File: src/rtl/ps2_pkg.sv
// Scan-code constants, decoder state encoding, event record layout and scan->ASCII map.
// Pure declarations: no latency of its own.
// No handshake of its own; shared by the decoder, its FIFO and the interface users.
package ps2_pkg;

    localparam logic [7:0] SC_EXT    = 8'hE0;
    localparam logic [7:0] SC_BRK    = 8'hF0;
    localparam logic [7:0] SC_LSHIFT = 8'h12;
    localparam logic [7:0] SC_RSHIFT = 8'h59;
    localparam logic [7:0] SC_CAPS   = 8'h58;
    localparam logic [7:0] SC_ACK    = 8'hFA;
    localparam logic [7:0] SC_BAT    = 8'hAA;
    localparam logic [7:0] SC_PAUSE  = 8'hE1;
    localparam logic [7:0] SC_ERR0   = 8'h00;
    localparam logic [7:0] SC_ERR1   = 8'hFF;

    typedef enum logic [1:0] {
        ST_IDLE,
        ST_BRK,
        ST_EXT,
        ST_EXT_BRK
    } ps2_state_t;

    typedef struct packed {
        logic       make;
        logic       ext;
        logic [7:0] code;
        logic [7:0] ascii;
    } evt_t;

    localparam int EVT_W = $bits(evt_t);

    // Set-2 scan codes; letters are mapped lower case first and shifted down by 0x20 when upper.
    function automatic logic [7:0] scan_to_ascii(input logic [7:0] code, input logic upper);
        logic [7:0] lc;
        logic       is_letter;
        lc        = 8'h00;
        is_letter = 1'b1;
        case (code)
            8'h1C: lc = 8'h61;  8'h32: lc = 8'h62;  8'h21: lc = 8'h63;  8'h23: lc = 8'h64;
            8'h24: lc = 8'h65;  8'h2B: lc = 8'h66;  8'h34: lc = 8'h67;  8'h33: lc = 8'h68;
            8'h43: lc = 8'h69;  8'h3B: lc = 8'h6A;  8'h42: lc = 8'h6B;  8'h4B: lc = 8'h6C;
            8'h3A: lc = 8'h6D;  8'h31: lc = 8'h6E;  8'h44: lc = 8'h6F;  8'h4D: lc = 8'h70;
            8'h15: lc = 8'h71;  8'h2D: lc = 8'h72;  8'h1B: lc = 8'h73;  8'h2C: lc = 8'h74;
            8'h3C: lc = 8'h75;  8'h2A: lc = 8'h76;  8'h1D: lc = 8'h77;  8'h22: lc = 8'h78;
            8'h35: lc = 8'h79;  8'h1A: lc = 8'h7A;
            default: is_letter = 1'b0;
        endcase
        if (is_letter) begin
            return upper ? (lc - 8'h20) : lc;
        end
        case (code)
            8'h45: return 8'h30;  8'h16: return 8'h31;  8'h1E: return 8'h32;  8'h26: return 8'h33;
            8'h25: return 8'h34;  8'h2E: return 8'h35;  8'h36: return 8'h36;  8'h3D: return 8'h37;
            8'h3E: return 8'h38;  8'h46: return 8'h39;
            8'h29: return 8'h20;
            8'h5A: return 8'h0D;
            8'h66: return 8'h08;
            default: return 8'h00;
        endcase
    endfunction

endpackage

File: src/rtl/ps2_key_event_decoder_if.sv
// Receiver-side byte handshake plus the ready/valid key-event output bundle.
// No latency: wiring only.
// master = decoder, slave = keyboard receiver / event consumer side.
interface ps2_key_event_decoder_if #(
    parameter int FIFO_DEPTH = 8,
    parameter int COUNT_W    = $clog2(FIFO_DEPTH) + 1
);
    logic [7:0]         ps2_data_in;
    logic               ps2_ready;
    logic               ps2_nextdata_n;
    logic               evt_valid;
    logic               evt_ready;
    logic               evt_make;
    logic               evt_ext;
    logic [7:0]         evt_code;
    logic [7:0]         evt_ascii;
    logic [COUNT_W-1:0] evt_count;

    modport master (
        input  ps2_data_in, ps2_ready, evt_ready,
        output ps2_nextdata_n, evt_valid, evt_make, evt_ext, evt_code, evt_ascii, evt_count
    );

    modport slave (
        output ps2_data_in, ps2_ready, evt_ready,
        input  ps2_nextdata_n, evt_valid, evt_make, evt_ext, evt_code, evt_ascii, evt_count
    );
endinterface

File: src/rtl/ps2_event_fifo.sv
// Synchronous ready/valid event queue with a registered head (read) port.
// Latency: entry written at edge W is visible on rd_vld after edge W+1.
// Backpressure: full when count==DEPTH; a same-cycle pop does not free a slot.
module ps2_event_fifo #(
    parameter int DEPTH = 8,
    parameter int WIDTH = 18,
    parameter int CNT_W = $clog2(DEPTH) + 1
) (
    input  logic             clk,
    input  logic             clr,
    input  logic             wr_vld,
    input  logic [WIDTH-1:0] wr_dat,
    output logic             full,
    output logic             rd_vld,
    input  logic             rd_rdy,
    output logic [WIDTH-1:0] rd_dat,
    output logic [CNT_W-1:0] count
);
    localparam int PTR_W = (DEPTH > 1) ? $clog2(DEPTH) : 1;

    logic [WIDTH-1:0] mem [DEPTH];
    logic [PTR_W-1:0] wr_ptr;
    logic [PTR_W-1:0] rd_ptr;
    logic [PTR_W-1:0] rd_ptr_nxt;
    logic [CNT_W-1:0] cnt;
    logic [CNT_W-1:0] cnt_after_pop;
    logic             push;
    logic             pop;

    assign full          = (cnt == CNT_W'(DEPTH));
    assign push          = wr_vld && !full;
    assign pop           = rd_vld && rd_rdy;
    assign rd_ptr_nxt    = rd_ptr + PTR_W'(pop);
    assign cnt_after_pop = cnt - CNT_W'(pop);
    assign count         = cnt;

    always_ff @(posedge clk) begin
        if (push) begin
            mem[wr_ptr] <= wr_dat;
        end
    end

    // Head reloads only from entries that already existed before this edge, so a
    // fresh write always takes one extra cycle to reach the read port.
    always_ff @(posedge clk) begin
        if (clr) begin
            wr_ptr <= '0;
            rd_ptr <= '0;
            cnt    <= '0;
            rd_vld <= 1'b0;
            rd_dat <= '0;
        end else begin
            if (push) begin
                wr_ptr <= wr_ptr + PTR_W'(1);
            end
            rd_ptr <= rd_ptr_nxt;
            cnt    <= cnt_after_pop + CNT_W'(push);
            rd_vld <= (cnt_after_pop != '0);
            rd_dat <= (cnt_after_pop != '0) ? mem[rd_ptr_nxt] : '0;
        end
    end
endmodule

File: src/rtl/ps2_key_event_decoder.sv
// PS/2 scan bytes -> queued key events (make/break, ext, code, ASCII); TYPEMATIC_FILTER_EN drops auto-repeat makes.
// Latency: byte accepted at edge N is written at N+1 and visible on evt_valid after N+2.
// Backpressure: event bytes wait with ps2_nextdata_n high while the FIFO is full; prefixes never wait.
module ps2_key_event_decoder
    import ps2_pkg::*;
#(
    parameter int FIFO_DEPTH = 8,
    parameter int COUNT_W    = $clog2(FIFO_DEPTH) + 1
) (
    input  logic clk,
    input  logic clr,
    input  logic en,
    ps2_key_event_decoder_if.master bus
);
    ps2_state_t         state;
    logic               nextdata_n_q;
    logic               lshift;
    logic               rshift;
    logic               caps;
    logic               caps_held;
    logic               push_vld;
    evt_t               push_dat;
    logic               fifo_full;
    logic               head_vld;
    evt_t               head;
    logic [COUNT_W-1:0] fifo_count;
`ifdef TYPEMATIC_FILTER_EN
    logic [127:0]       held;
`endif

    logic [7:0] b;
    logic       is_drop;
    logic       is_prefix;
    logic       ext_c;
    logic       make_c;
    logic       filtered;
    logic       needs_space;
    logic       accept;
    logic [7:0] ascii_c;

    assign b = bus.ps2_data_in;

    always_comb begin
        is_drop   = b inside {SC_ACK, SC_BAT, SC_PAUSE, SC_ERR0, SC_ERR1};
        is_prefix = ((state == ST_IDLE) && ((b == SC_EXT) || (b == SC_BRK))) ||
                    ((state == ST_EXT)  && (b == SC_BRK));
        ext_c     = (state == ST_EXT) || (state == ST_EXT_BRK);
        make_c    = (state == ST_IDLE) || (state == ST_EXT);
        ascii_c   = ext_c ? 8'h00 : scan_to_ascii(b, (lshift | rshift) ^ caps);
`ifdef TYPEMATIC_FILTER_EN
        filtered  = !ext_c && make_c && !b[7] && held[b[6:0]];
`else
        filtered  = 1'b0;
`endif
        needs_space = !is_drop && !is_prefix && !filtered;
        accept      = en && bus.ps2_ready && nextdata_n_q && !(needs_space && fifo_full);
    end

    always_ff @(posedge clk) begin
        if (clr) begin
            state        <= ST_IDLE;
            nextdata_n_q <= 1'b1;
            lshift       <= 1'b0;
            rshift       <= 1'b0;
            caps         <= 1'b0;
            caps_held    <= 1'b0;
            push_vld     <= 1'b0;
            push_dat     <= '0;
`ifdef TYPEMATIC_FILTER_EN
            held         <= '0;
`endif
        end else begin
            // Strobe low for one cycle only; it gates accept, so no byte is taken twice.
            nextdata_n_q <= !accept;
            push_vld     <= accept && needs_space;
            if (accept) begin
                if (is_drop) begin
                    state <= ST_IDLE;
                end else if (is_prefix) begin
                    if (b == SC_EXT) begin
                        state <= ST_EXT;
                    end else if (state == ST_EXT) begin
                        state <= ST_EXT_BRK;
                    end else begin
                        state <= ST_BRK;
                    end
                end else begin
                    state <= ST_IDLE;
                    if (needs_space) begin
                        push_dat <= {make_c, ext_c, b, ascii_c};
                    end
                    if (needs_space && !ext_c) begin
                        if (b == SC_LSHIFT) lshift <= make_c;
                        if (b == SC_RSHIFT) rshift <= make_c;
                        if (b == SC_CAPS) begin
                            if (make_c && !caps_held) caps <= !caps;
                            caps_held <= make_c;
                        end
`ifdef TYPEMATIC_FILTER_EN
                        if (!b[7]) held[b[6:0]] <= make_c;
`endif
                    end
                end
            end
        end
    end

    ps2_event_fifo #(
        .DEPTH (FIFO_DEPTH),
        .WIDTH (EVT_W),
        .CNT_W (COUNT_W)
    ) u_fifo (
        .clk    (clk),
        .clr    (clr),
        .wr_vld (push_vld),
        .wr_dat (push_dat),
        .full   (fifo_full),
        .rd_vld (head_vld),
        .rd_rdy (bus.evt_ready),
        .rd_dat (head),
        .count  (fifo_count)
    );

    assign bus.ps2_nextdata_n = nextdata_n_q;
    assign bus.evt_valid      = head_vld;
    assign bus.evt_make       = head.make;
    assign bus.evt_ext        = head.ext;
    assign bus.evt_code       = head.code;
    assign bus.evt_ascii      = head.ascii;
    assign bus.evt_count      = fifo_count;
endmodule

File: src/flat_wrapper.sv
// flat-port wrapper written by rule: the top's interface ports become plain ports
module ps2_key_event_decoder_flat import ps2_pkg::*;
#(
    parameter int FIFO_DEPTH = 8,
    parameter int COUNT_W    = $clog2(FIFO_DEPTH) + 1
)
  (clk, clr, en, bus_ps2_data_in, bus_ps2_ready, bus_evt_ready, bus_ps2_nextdata_n, bus_evt_valid, bus_evt_make, bus_evt_ext, bus_evt_code, bus_evt_ascii, bus_evt_count);
  ps2_key_event_decoder_if #(.FIFO_DEPTH(FIFO_DEPTH), .COUNT_W(COUNT_W)) bus_i ();
  input  logic clk;
  input  logic clr;
  input  logic en;
  input wire logic [$bits(bus_i.ps2_data_in)-1:0] bus_ps2_data_in;
  input wire logic [$bits(bus_i.ps2_ready)-1:0] bus_ps2_ready;
  input wire logic [$bits(bus_i.evt_ready)-1:0] bus_evt_ready;
  output wire logic [$bits(bus_i.ps2_nextdata_n)-1:0] bus_ps2_nextdata_n;
  output wire logic [$bits(bus_i.evt_valid)-1:0] bus_evt_valid;
  output wire logic [$bits(bus_i.evt_make)-1:0] bus_evt_make;
  output wire logic [$bits(bus_i.evt_ext)-1:0] bus_evt_ext;
  output wire logic [$bits(bus_i.evt_code)-1:0] bus_evt_code;
  output wire logic [$bits(bus_i.evt_ascii)-1:0] bus_evt_ascii;
  output wire logic [$bits(bus_i.evt_count)-1:0] bus_evt_count;
  assign bus_i.ps2_data_in = bus_ps2_data_in;
  assign bus_i.ps2_ready = bus_ps2_ready;
  assign bus_i.evt_ready = bus_evt_ready;
  assign bus_ps2_nextdata_n = bus_i.ps2_nextdata_n;
  assign bus_evt_valid = bus_i.evt_valid;
  assign bus_evt_make = bus_i.evt_make;
  assign bus_evt_ext = bus_i.evt_ext;
  assign bus_evt_code = bus_i.evt_code;
  assign bus_evt_ascii = bus_i.evt_ascii;
  assign bus_evt_count = bus_i.evt_count;
  ps2_key_event_decoder #(.FIFO_DEPTH(FIFO_DEPTH), .COUNT_W(COUNT_W)) u_core (.clk(clk), .clr(clr), .en(en), .bus(bus_i));
endmodule
File: config.mk
export PLATFORM = sky130hd
export DESIGN_NAME = ps2_key_event_decoder_flat
export DESIGN_NICKNAME = d
export VERILOG_FILES = /design/src/rtl/ps2_pkg.sv /design/src/rtl/ps2_key_event_decoder_if.sv /design/src/rtl/ps2_event_fifo.sv /design/src/rtl/ps2_key_event_decoder.sv /design/src/flat_wrapper.sv
export SDC_FILE = /design/constraint.sdc
export NUM_CORES = 1
export LEC_CHECK = 0
export BUFFER_PORTS_ARGS = -buffer_cell sky130_fd_sc_hd__buf_4
export CORE_ASPECT_RATIO = 1.5
export CORE_MARGIN = 2
export CORE_UTILIZATION = 60
export DETAILED_ROUTE_END_ITERATION = 12
export PLACE_DENSITY_LB_ADDON = 0.3
export SLEW_MARGIN = 30
export SYNTH_ARGS = -nofsm -noshare
export SYNTH_HDL_FRONTEND = slang
export SYNTH_SLANG_ARGS = --single-unit
File: constraint.sdc
create_clock -name clk -period 3.9 [get_ports clk]
set_input_delay 0.78 -clock clk [delete_from_list [all_inputs] [get_ports clk]]
set_output_delay 0.78 -clock clk [all_outputs]
set_load 0.02 [all_outputs]
# Yosys cells after proc, flatten, opt, wreduce, memory -nomap -nowiden
# Memories as Yosys holds them, arrays and structs flattened. A register that Yosys moved wholly into a read port is not among the register bits.
# Cells that the tools add are included.
[word_totals]
regBits = 37
wordCells = 126
n_memories = 1
inputBits = 13
ram_bits = 144
output_inout_bits = 24
[memory_table]
columns = ["memory", "depth", "word_bits", "rd", "rd_clocked_by_memory_dff", "wr", "line", "rtl"]
rows = [
  ["u_core.u_fifo.mem", 8, 18, 1, 1, 1, "ps2_event_fifo.sv:21", "logic [WIDTH-1:0] mem [DEPTH];"],
]
[classes]
n_reduce_logical = 35
n_bitwise = 5
n_eq_ne = 51
add_sub_neg = 5
muxes = 14
[ops]
columns = ["cell", "n"]
rows = [
  ["$eq 8x6->1 const B", 23],
  ["$pmux 7 s26", 1],
  ["$eq 8x7->1 const B", 11],
  ["$pmux 6 s13", 1],
  ["$eq 8x5->1 const B", 8],
  ["$eq 8x8->1 const B", 6],
  ["$mux 8", 4],
  ["$reduce_or 26->1", 1],
  ["$reduce_and 5->1", 3],
  ["$logic_and 1x1->1", 12],
  ["$logic_not 1->1", 8],
  ["$logic_not 8->1", 1],
  ["$mux 2", 4],
  ["$sub 7x6->8 const B", 1],
  ["$reduce_and 6->1", 1],
  ["$reduce_bool 5->1", 1],
  ["$add 4x1->4", 1],
  ["$eq 2x2->1 const B", 2],
  ["$eq 4x4->1 const B", 1],
  ["$logic_or 1x1->1", 4],
  ["$mux 1", 4],
  ["$reduce_and 4->1", 1],
  ["$reduce_bool 4->1", 1],
  ["$sub 4x1->4", 1],
  ["other kinds (7)", 9],
]

# Longest topological paths before layout
# Gate-level depths: netlist (run 1).
[logic_depth]
word_depth = 10
ltp_mapped = 10
depth_no_buf = 8

# Modules after synthesis
# From an unflattened synthesis (run 1), not the netlist that was laid out.
[unflattened]
cells_unflattened = 646
area_unflattened_um2 = 8622.0
[modules_own_cells]
columns = ["mod", "area_per_inst_um2", "seq_area_each_um2", "cells_each", "instances"]
rows = [
  ["ps2_event_fifo", 6603.8, 4904.7, 376, 1],
  ["ps2_key_event_decoder", 2018.2, 520.5, 270, 1],
]

# Least setup slack after synthesis (run 1)
# OpenSTA, ideal clock, no wires.
[synth_timing]
path_type = "register -> register"
from = "register u_core.u_fifo.cnt[2], in the netlist u_core.u_fifo.count[2]"
to = "memory u_core.u_fifo.mem[0][0] (enable)"
path_buffers = 0
arrival_ns = 2.548
setup_slack_ns = 0.913
stages_incl_launch_ff = 5
required_time_ns = 3.461
period_less_slack_ns = 2.987
setup_time_ns = 0.439
cell_sequence = "dfxtp_1 -> nor2_1 -> nand3_1 -> nand2_1 -> nor4_1"
[synth_between]
elab_chain_cells = 5
[synth_rtl]
columns = ["element", "line", "rtl"]
rows = [
  ["from (decl)", "ps2_event_fifo.sv:25", "logic [CNT_W-1:0] cnt;"],
  ["from (signal assigned)", "ps2_event_fifo.sv:57", "cnt <= cnt_after_pop + CNT_W'(push);"],
  ["$eq 4x4->1", "ps2_event_fifo.sv:30", "assign full = (cnt == CNT_W'(DEPTH));"],
  ["$logic_not 1->1", "ps2_event_fifo.sv:31", "assign push = wr_vld && !full;"],
  ["$logic_and 1x1->1", "ps2_event_fifo.sv:31", ""],
  ["$mux 1", "ps2_event_fifo.sv:38", "if (push) begin"],
  ["$mux 1 (implied by the code)", "ps2_event_fifo.sv:39", "mem[wr_ptr] <= wr_dat;"],
  ["to (decl)", "ps2_event_fifo.sv:21", ""],
]
# No other way between the ends.

# Final worst setup path (run 1)
[layout_timing]
from = "input bus_ps2_data_in[2]"
to = "register u_core.push_dat[5] in the netlist's numbering"
[layout_between]
elab_chain_cells = 10
word_cells_on_any_way = 70
cone_classes = "add/sub: 1; eq/ne: 45; mux: 8; bitwise: 2; reduce/logical: 14"
[layout_rtl]
columns = ["element", "line", "rtl"]
rows = [
  ["from (decl)", "flat_wrapper.sv:12", "input wire logic [$bits(bus_i.ps2_data_in)-1:0] bus_ps2_data_in;"],
  ["parallel branches: the longest is 10 deep, another holds $sub 7x6->8", "-", ""],
  ["to (signal assigned)", "ps2_key_event_decoder.sv:90", "push_dat <= {make_c, ext_c, b, ascii_c};"],
  ["to (decl)", "ps2_key_event_decoder.sv:22", "evt_t push_dat;"],
]
# Parallel ways; which one is timed is not known. The select of a mux whose other input is x is not followed.
# A chain may end at the register's enable or synchronous reset.

==> results of run 1 <==
-- synthesized netlist by cell type (11+ instances only) --
cell | n | area [um2]
sky130_fd_sc_hd__a21oi_1 | 34 | 170
sky130_fd_sc_hd__clkbuf_1 | 20 | 75.1
sky130_fd_sc_hd__dfxtp_1 | 55 | 1100
sky130_fd_sc_hd__edfxtp_1 | 144 | 4320
sky130_fd_sc_hd__inv_1 | 12 | 45.0
sky130_fd_sc_hd__mux4_2 | 36 | 811
sky130_fd_sc_hd__nand2_1 | 58 | 218
sky130_fd_sc_hd__nand2b_1 | 11 | 68.8
sky130_fd_sc_hd__nor2_1 | 30 | 113
sky130_fd_sc_hd__nor2b_1 | 11 | 68.8
sky130_fd_sc_hd__nor3_1 | 13 | 65.1
sky130_fd_sc_hd__o21ai_0 | 11 | 55.1
-- registers in the layout, summed over array words and instances (netlist names) --
register                   count
u_core.lshift                  1
u_core.caps                    1
u_core.u_fifo.count            4
u_core.u_fifo.rd_vld           1
u_core.push_vld                1
u_core.u_fifo.wr_ptr           3
u_core.u_fifo.mem            144
u_core.state                   2
u_core.u_fifo.rd_dat          18
u_core.u_fifo.rd_ptr           3
u_core.bus.ps2_nextdata_n      1
u_core.push_dat               18
u_core.caps_held               1
u_core.rshift                  1
-- cell families (layout without fill, tap and decap cells) --
family          count (synthesis)  in the layout  synth area share (%)
flops                         199            199                  65.3
simple gates                  179            179                  11.3
compound gates                 89             89                  7.17
buf+inv                        51             93                  2.63
mux                            46             46                  11.0
xor+xnor                       15             15                  1.58
fa+ha+maj                       7              7                  1.05
-- layout make-up --
class	count	area (um2)	share of cell area, %
Clock inverter	13	146	1.57
Inverter	12	45.0	0.482
Timing Repair Buffer	49	380	4.07
Clock buffer	19	443	4.74
Multi-Input combinational cell	336	2700	28.9
Tap cell	162	203	2.17
Sequential cell	199	5430	58.1
-- worst min path at each step --
stage / start / to / cells after the start / slack [ns]
floorplan: u_core.lshift / u_core.lshift / 2 / 0.46
global placement: u_core.caps / u_core.caps / 2 / 0.48
detailed placement: u_core.lshift / u_core.lshift / 2 / 0.48
CTS: u_core.lshift / u_core.lshift / 2 / 0.50
global route: u_core.state[0] / u_core.rshift / 1 / 0.54
finish: u_core.lshift / u_core.lshift / 2 / 0.50
-- worst register-to-register path, stage by stage (launching register included) --
cell and delay (ns):
sky130_fd_sc_hd__dfxtp_1 0.32, sky130_fd_sc_hd__and2_1 0.25, sky130_fd_sc_hd__ha_2 0.22, sky130_fd_sc_hd__ha_1 0.44
sky130_fd_sc_hd__buf_4 0.49, sky130_fd_sc_hd__mux4_2 0.43, sky130_fd_sc_hd__nand2_1 0.10, sky130_fd_sc_hd__a21oi_1 0.08
-- per-stage QoR --
step | total power, mW | cell area (um2) | std cells | hold slack (ns)
finish | 5.28 | 9340 | 790 | 0.500
global route | 5.48 | 9340 | 790 | 0.539
CTS | 5.31 | 9340 | 790 | 0.505
detailed placement | 3.62 | 8750 | 758 | 0.482
global placement | 3.58 | 8750 | 758 | 0.481
floorplan | 3.26 | 8310 | 586 | 0.461
-- where the power goes --
part,internal [mW],switching (mW),leakage [nW],total (mW)
Sequential,2.40,0.0719,1.82,2.47
Clock,0.879,0.833,0.290,1.71
Combinational,0.499,0.599,1.15,1.10
Total,3.77,1.50,3.26,5.28
-- metal layers --
metal  vias up  share of wire, %
li1       2302                 -
met1      2578                38
met2       224                53
met3        49               4.7
met4         0               4.3
met5         -                 0
==> out/results.tsv, run 1 <==
metric	value	unit
run_status	finished, final reports clean	
max_slew.worst_pin.slew	0.912	ns
cts-root-to-sink-buffers	2	
crit_start	bus_ps2_data_in[2]	
mostFrequentLayoutCell	sky130_fd_sc_hd__edfxtp_1	
drt_iter0_markers	385	
worst_slew_slack_as_a_fraction_of_its_limit	39.2	%
via_count	5153	
fp.coreArea	13500	um2
hold_path.class	reg2reg	
syn-instance-count	586	
insertion_delay	0.44	ns
synth.cell_area	8310	um2
crit_path_end_kind	flop	
cts.repair_timing.setup_buffer_count	0	
clk_pin_slew_worst_paths	0.08	ns
timing.critical_path.fanout_max	25	
number_of_max_cap_violations	0	
die_width	100	um
grt_setup_unrepaired	no	
setup-violations-final	0	
start_kind	input pin	
route.final.wire_length	18.5	mm
pin_count	37	
synth-edff-count	144	
syn2layout_area_growth	12.4	%
drt_drc_violations_left	0	
worst_setup_path_endpoint	u_core.push_dat[5]	
placementRows	52	
critical_path_buf_inv_count	1	
num-nets-final	635	
period_minus_slack	2.69	ns
antenna-diode-count	0	
num-fill-cells	925	
gr-total-overflow	0	
clock_tree.htree_level_count	4	
yosysUniqueCellTypes	64	
grt_use_met2	44.3	%
cts_tree	done	
final_layout_size_suffix_gt1_share	20.5	%
worst_ep_arrival_time	3.00	ns
cp_num_cells	7	
route.detailed.vias_per_inst	6.52	
gr-usage-all-layers	26.2	%
initial_utilization	61.4	%
die_y	148	um
worstReg2RegEnd	u_core.u_fifo.rd_dat[4]	
synth_warnings	0	
grt_busiest_layer	met2	
share_of_synthesized_flip_flops_with_an_asynchronous_set_or_reset	0	%
cts.hold.buffers_added	0	
pin_count_of_the_biggest_net_entering_global_routing	35	
power_density	565	nW/um2
synth.avg_cell_area	14.2	um2
most-common-layout-cells	144 x sky130_fd_sc_hd__edfxtp_1, 58 x sky130_fd_sc_hd__nand2_1, 55 x sky130_fd_sc_hd__dfxtp_1	
global_route_wire_length_before_repair	28.6	mm
clock_sinks	199	
synth_sequential_area_ratio	65.3	%
hold_viol	0	
die_area	14800	um2
criticalPathCategory	in2reg	
number_of_global_route_vias_before_repair	5261	
tritoncts.num_buffers	17	
globalplace.congestion	0.892	
preCtsSetupSlack	0.797	ns
min_period_over_period	69.0	%
r2r_slack	1.41	ns
io_buffer_count	36	
worst_slack	1.21	ns
global_route.usage.met3	4.84	%
final_hpwl_from_detailed_placement	11.6	mm
r2r_cells	7	
worst_case_vdd_ir_drop	403	uV
timing.final.max_slew_violations	0	
leakage_power_total	3.26	nW
setup-tns-final	0	ns
worstReg2RegStart	u_core.u_fifo.rd_vld	
ys_ff_latch	199	
highest_clock_frequency_the_design_can_meet	371	MHz
number_of_antenna_violations_at_the_first_check_in_global_routing	0	
worst-endpoint-required	4.21	ns
postSynth.topFlopCell	sky130_fd_sc_hd__edfxtp_1	
clock_skew	0.0196	ns
cp_max_delay_cell	sky130_fd_sc_hd__or4_1	
firstDrtPassIters	5	
postSynthNetCount	606	
clock_tree.root_cell	sky130_fd_sc_hd__clkbuf_16	
cts-resized-gates	0	
postLayoutCoreUtil	69.0	%
critical_path.cell_chain	buf_4, nand2b_1, nor4bb_1, or4_1, or2_4, nor2b_1, a22o_1	
wl_per_cell	23.4	um
antenna_violating_nets_post_route	0	
critical_path.top_delay_family	simple AND/OR/NAND/NOR gates	
critical-path-max-stage-delay	0.63	ns
global_route.usage.met1	31.4	%
(Power assumes the default switching activity.)
==> run 2, diff against run 1 <==
--- a/config.mk
+++ b/config.mk
@@ -8,7 +8,7 @@
 export BUFFER_PORTS_ARGS = -buffer_cell sky130_fd_sc_hd__buf_4
 export CORE_ASPECT_RATIO = 1.5
 export CORE_MARGIN = 2
-export CORE_UTILIZATION = 60
+export CORE_UTILIZATION = 55
 export DETAILED_ROUTE_END_ITERATION = 12
 export PLACE_DENSITY_LB_ADDON = 0.3
 export SLEW_MARGIN = 30
==> constraint.sdc (replaced) <==
create_clock -name clk -period 2.2 [get_ports clk]
set_input_delay 0.44 -clock clk [delete_from_list [all_inputs] [get_ports clk]]
set_output_delay 0.44 -clock clk [all_outputs]
set_load 0.02 [all_outputs]
==> run 2 against run 1 <==
  * Non-clock buffer count is 84 higher
  * Sequential power is 77% higher
  * Sequential share of layout area is 4.8 points lower
  * Via count is 4.7% higher
  * Flip-flop and latch count stayed put
  * Critical path depth stayed put
  * Highest routed layer unchanged
  * Die area is 8.8% higher
  * Clock power is 82% higher
  * Critical path type is now reg2reg
  * Largest cell class unchanged
  * Cell count is 15% higher
  * Worst hold slack worse by 0.11 ns
  * Largest power group unchanged
==> out/results.tsv, run 2 (synthesis gave the netlist of run 1 again) <==
metric	value	unit
pin_count_of_the_biggest_net_entering_global_routing	35	
gr-usage-all-layers	26.0	%
highest_clock_frequency_the_design_can_meet	477	MHz
cts-root-to-sink-buffers	2	
clock_tree.htree_level_count	4	
criticalPathCategory	reg2reg	
io_buffer_count	36	
gr-total-overflow	0	
fp.coreArea	14900	um2
worstReg2RegStart	u_core.state[0]	
clock_tree.root_cell	sky130_fd_sc_hd__clkbuf_16	
antenna_violating_nets_post_route	0	
crit_path_end_kind	flop	
wl_per_cell	21.7	um
cts_tree	done	
start_kind	flop	
num-nets-final	719	
timing.final.max_slew_violations	0	
die_area	16100	um2
cts.repair_timing.setup_buffer_count	0	
timing.critical_path.fanout_max	5	
r2r_cells	7	
global_route_wire_length_before_repair	31.4	mm
fin_worst_hold_slack	0.392	ns
worst_slew_slack_as_a_fraction_of_its_limit	72.2	%
clock_sinks	199	
placementRows	55	
largest_reg_flops	144	
whs_path_depth	2	
clock_skew	0.0180	ns
power_density	951	nW/um2
placed_area	9580	um2
clk_pin_slew_worst_paths	0.08	ns
tritoncts.num_buffers	17	
die_y	155	um
most-common-layout-cells	144 x sky130_fd_sc_hd__edfxtp_1, 125 x sky130_fd_sc_hd__buf_4, 58 x sky130_fd_sc_hd__nand2_1	
die_width	104	um
period_minus_slack	2.09	ns
r2r_slack	0.11	ns
hold_path.class	in2reg	
final_layout_size_suffix_gt1_share	31.7	%
drt_drc_violations_left	0	
worst-endpoint-required	2.52	ns
max_slew.worst_pin.slew	0.406	ns
min_period_over_period	95.2	%
route.final.wire_length	19.8	mm
worst_case_vdd_ir_drop	542	uV
num-fill-cells	1035	
globalplace.congestion	0.955	
biggestRegsByFlops	u_core.u_fifo.mem (144), u_core.push_dat (18), u_core.u_fifo.rd_dat (18)	
mostFrequentLayoutCell	sky130_fd_sc_hd__edfxtp_1	
top_layer_used	met4	
drt_iter0_markers	309	
firstDrtPassIters	5	
run_status	finished, final reports clean	
final_area	10200	um2
final_hpwl_from_detailed_placement	13.6	mm
leakage_power_total	3.70	nW
route.layer.met1.wl	7.14	mm
pin_count	37	
insertion_delay	0.44	ns
worst_setup_path_endpoint	u_core.lshift	
cts.hold.buffers_added	0	
syn2layout_area_growth	22.5	%
largest_register	u_core.u_fifo.mem	
worstReg2RegEnd	u_core.lshift	
number_of_max_cap_violations	0	
antenna-diode-count	0	
met2_wirelength	11.0	mm
worst_ep_arrival_time	2.42	ns
via_count	5396	
crit_start	u_core.state[0]	
grt_setup_unrepaired	no	
dr_wl_met3	827	um
number_of_global_route_vias_before_repair	5774	
setup-violations-final	0	
route.detailed.vias_per_inst	5.92	
hold_viol	0	
number_of_antenna_violations_at_the_first_check_in_global_routing	0	
initial_utilization	55.7	%
setup-tns-final	0	ns
postLayoutCoreUtil	68.2	%
run 2: cell types whose count changed in the layout (fill, tap and decap cells not counted), moves of 3 or more:
cell,change
sky130_fd_sc_hd__clkinvlp_4,+3
sky130_fd_sc_hd__nor2_1,-3
sky130_fd_sc_hd__buf_4,+77
sky130_fd_sc_hd__buf_12,+7
sky130_fd_sc_hd__nor2_2,+3
sky130_fd_sc_hd__inv_6,-3
run 2: report_power, final:
part / internal (mW) / switching (mW) / leakage (nW)
Sequential: 4.25 / 0.132 / 1.82
Clock: 1.71 / 1.40 / 0.283
Combinational: 1.08 / 1.11 / 1.60
Total: 7.04 / 2.65 / 3.70
run 2: cell type report:
| cell class | count | area [um2] | area share, % |
|---|---|---|---|
| Clock buffer | 18 | 429 | 4.21 |
| Clock inverter | 14 | 168 | 1.65 |
| Multi-Input combinational cell | 336 | 2770 | 27.2 |
| Timing Repair Buffer | 133 | 1100 | 10.8 |
| Inverter | 12 | 45.0 | 0.442 |
| Sequential cell | 199 | 5430 | 53.3 |
| Tap cell | 199 | 249 | 2.44 |
run 2: stage by stage:
step           instances  power [mW]  setup slack [ns]
6_report             911        9.69             0.105
5_1_grt              911        10.0           0.00209
4_1_cts              911        9.75           0.00110
3_5_place_dp         879        6.66            -0.304
3_3_place_gp         879        6.58            -0.152
2_1_floorplan        586        5.79            -0.334
run 2: layer usage:
metal  track usage, %  vias up
met1             28.5     2703
met5                0        -
met4             14.2        0
met2             47.8      167
met3             3.92       51
li1                 -     2475
run 2: timing repair:
item	CTS	global route
pin swaps	0	0
resized for setup	1	3
gates cloned	0	0
setup endpoints to repair	4	20
run 2: worst max-delay path: stages (launching register included):
cell                        delay [ns]
sky130_fd_sc_hd__dfxtp_1          0.40
sky130_fd_sc_hd__or3_1            0.16
sky130_fd_sc_hd__a2111oi_2        0.06
sky130_fd_sc_hd__or4_4            0.58
sky130_fd_sc_hd__buf_4            0.16
sky130_fd_sc_hd__nor4_1           0.33
sky130_fd_sc_hd__mux2i_1          0.22
sky130_fd_sc_hd__nor2_1           0.06
run 2: how the worst min path moves through the flow:
| stage | slack, ns | endpoint | from |
|---|---|---|---|
| finish | 0.39 | u_core.u_fifo.count[3] | clr |
| global placement | 0.48 | u_core.caps | u_core.caps |
| CTS | 0.38 | u_core.u_fifo.count[3] | clr |
| detailed placement | 0.51 | u_core.caps | u_core.caps |
| global route | 0.41 | u_core.push_dat[12] | clr |
| floorplan | 0.46 | u_core.lshift | u_core.lshift |
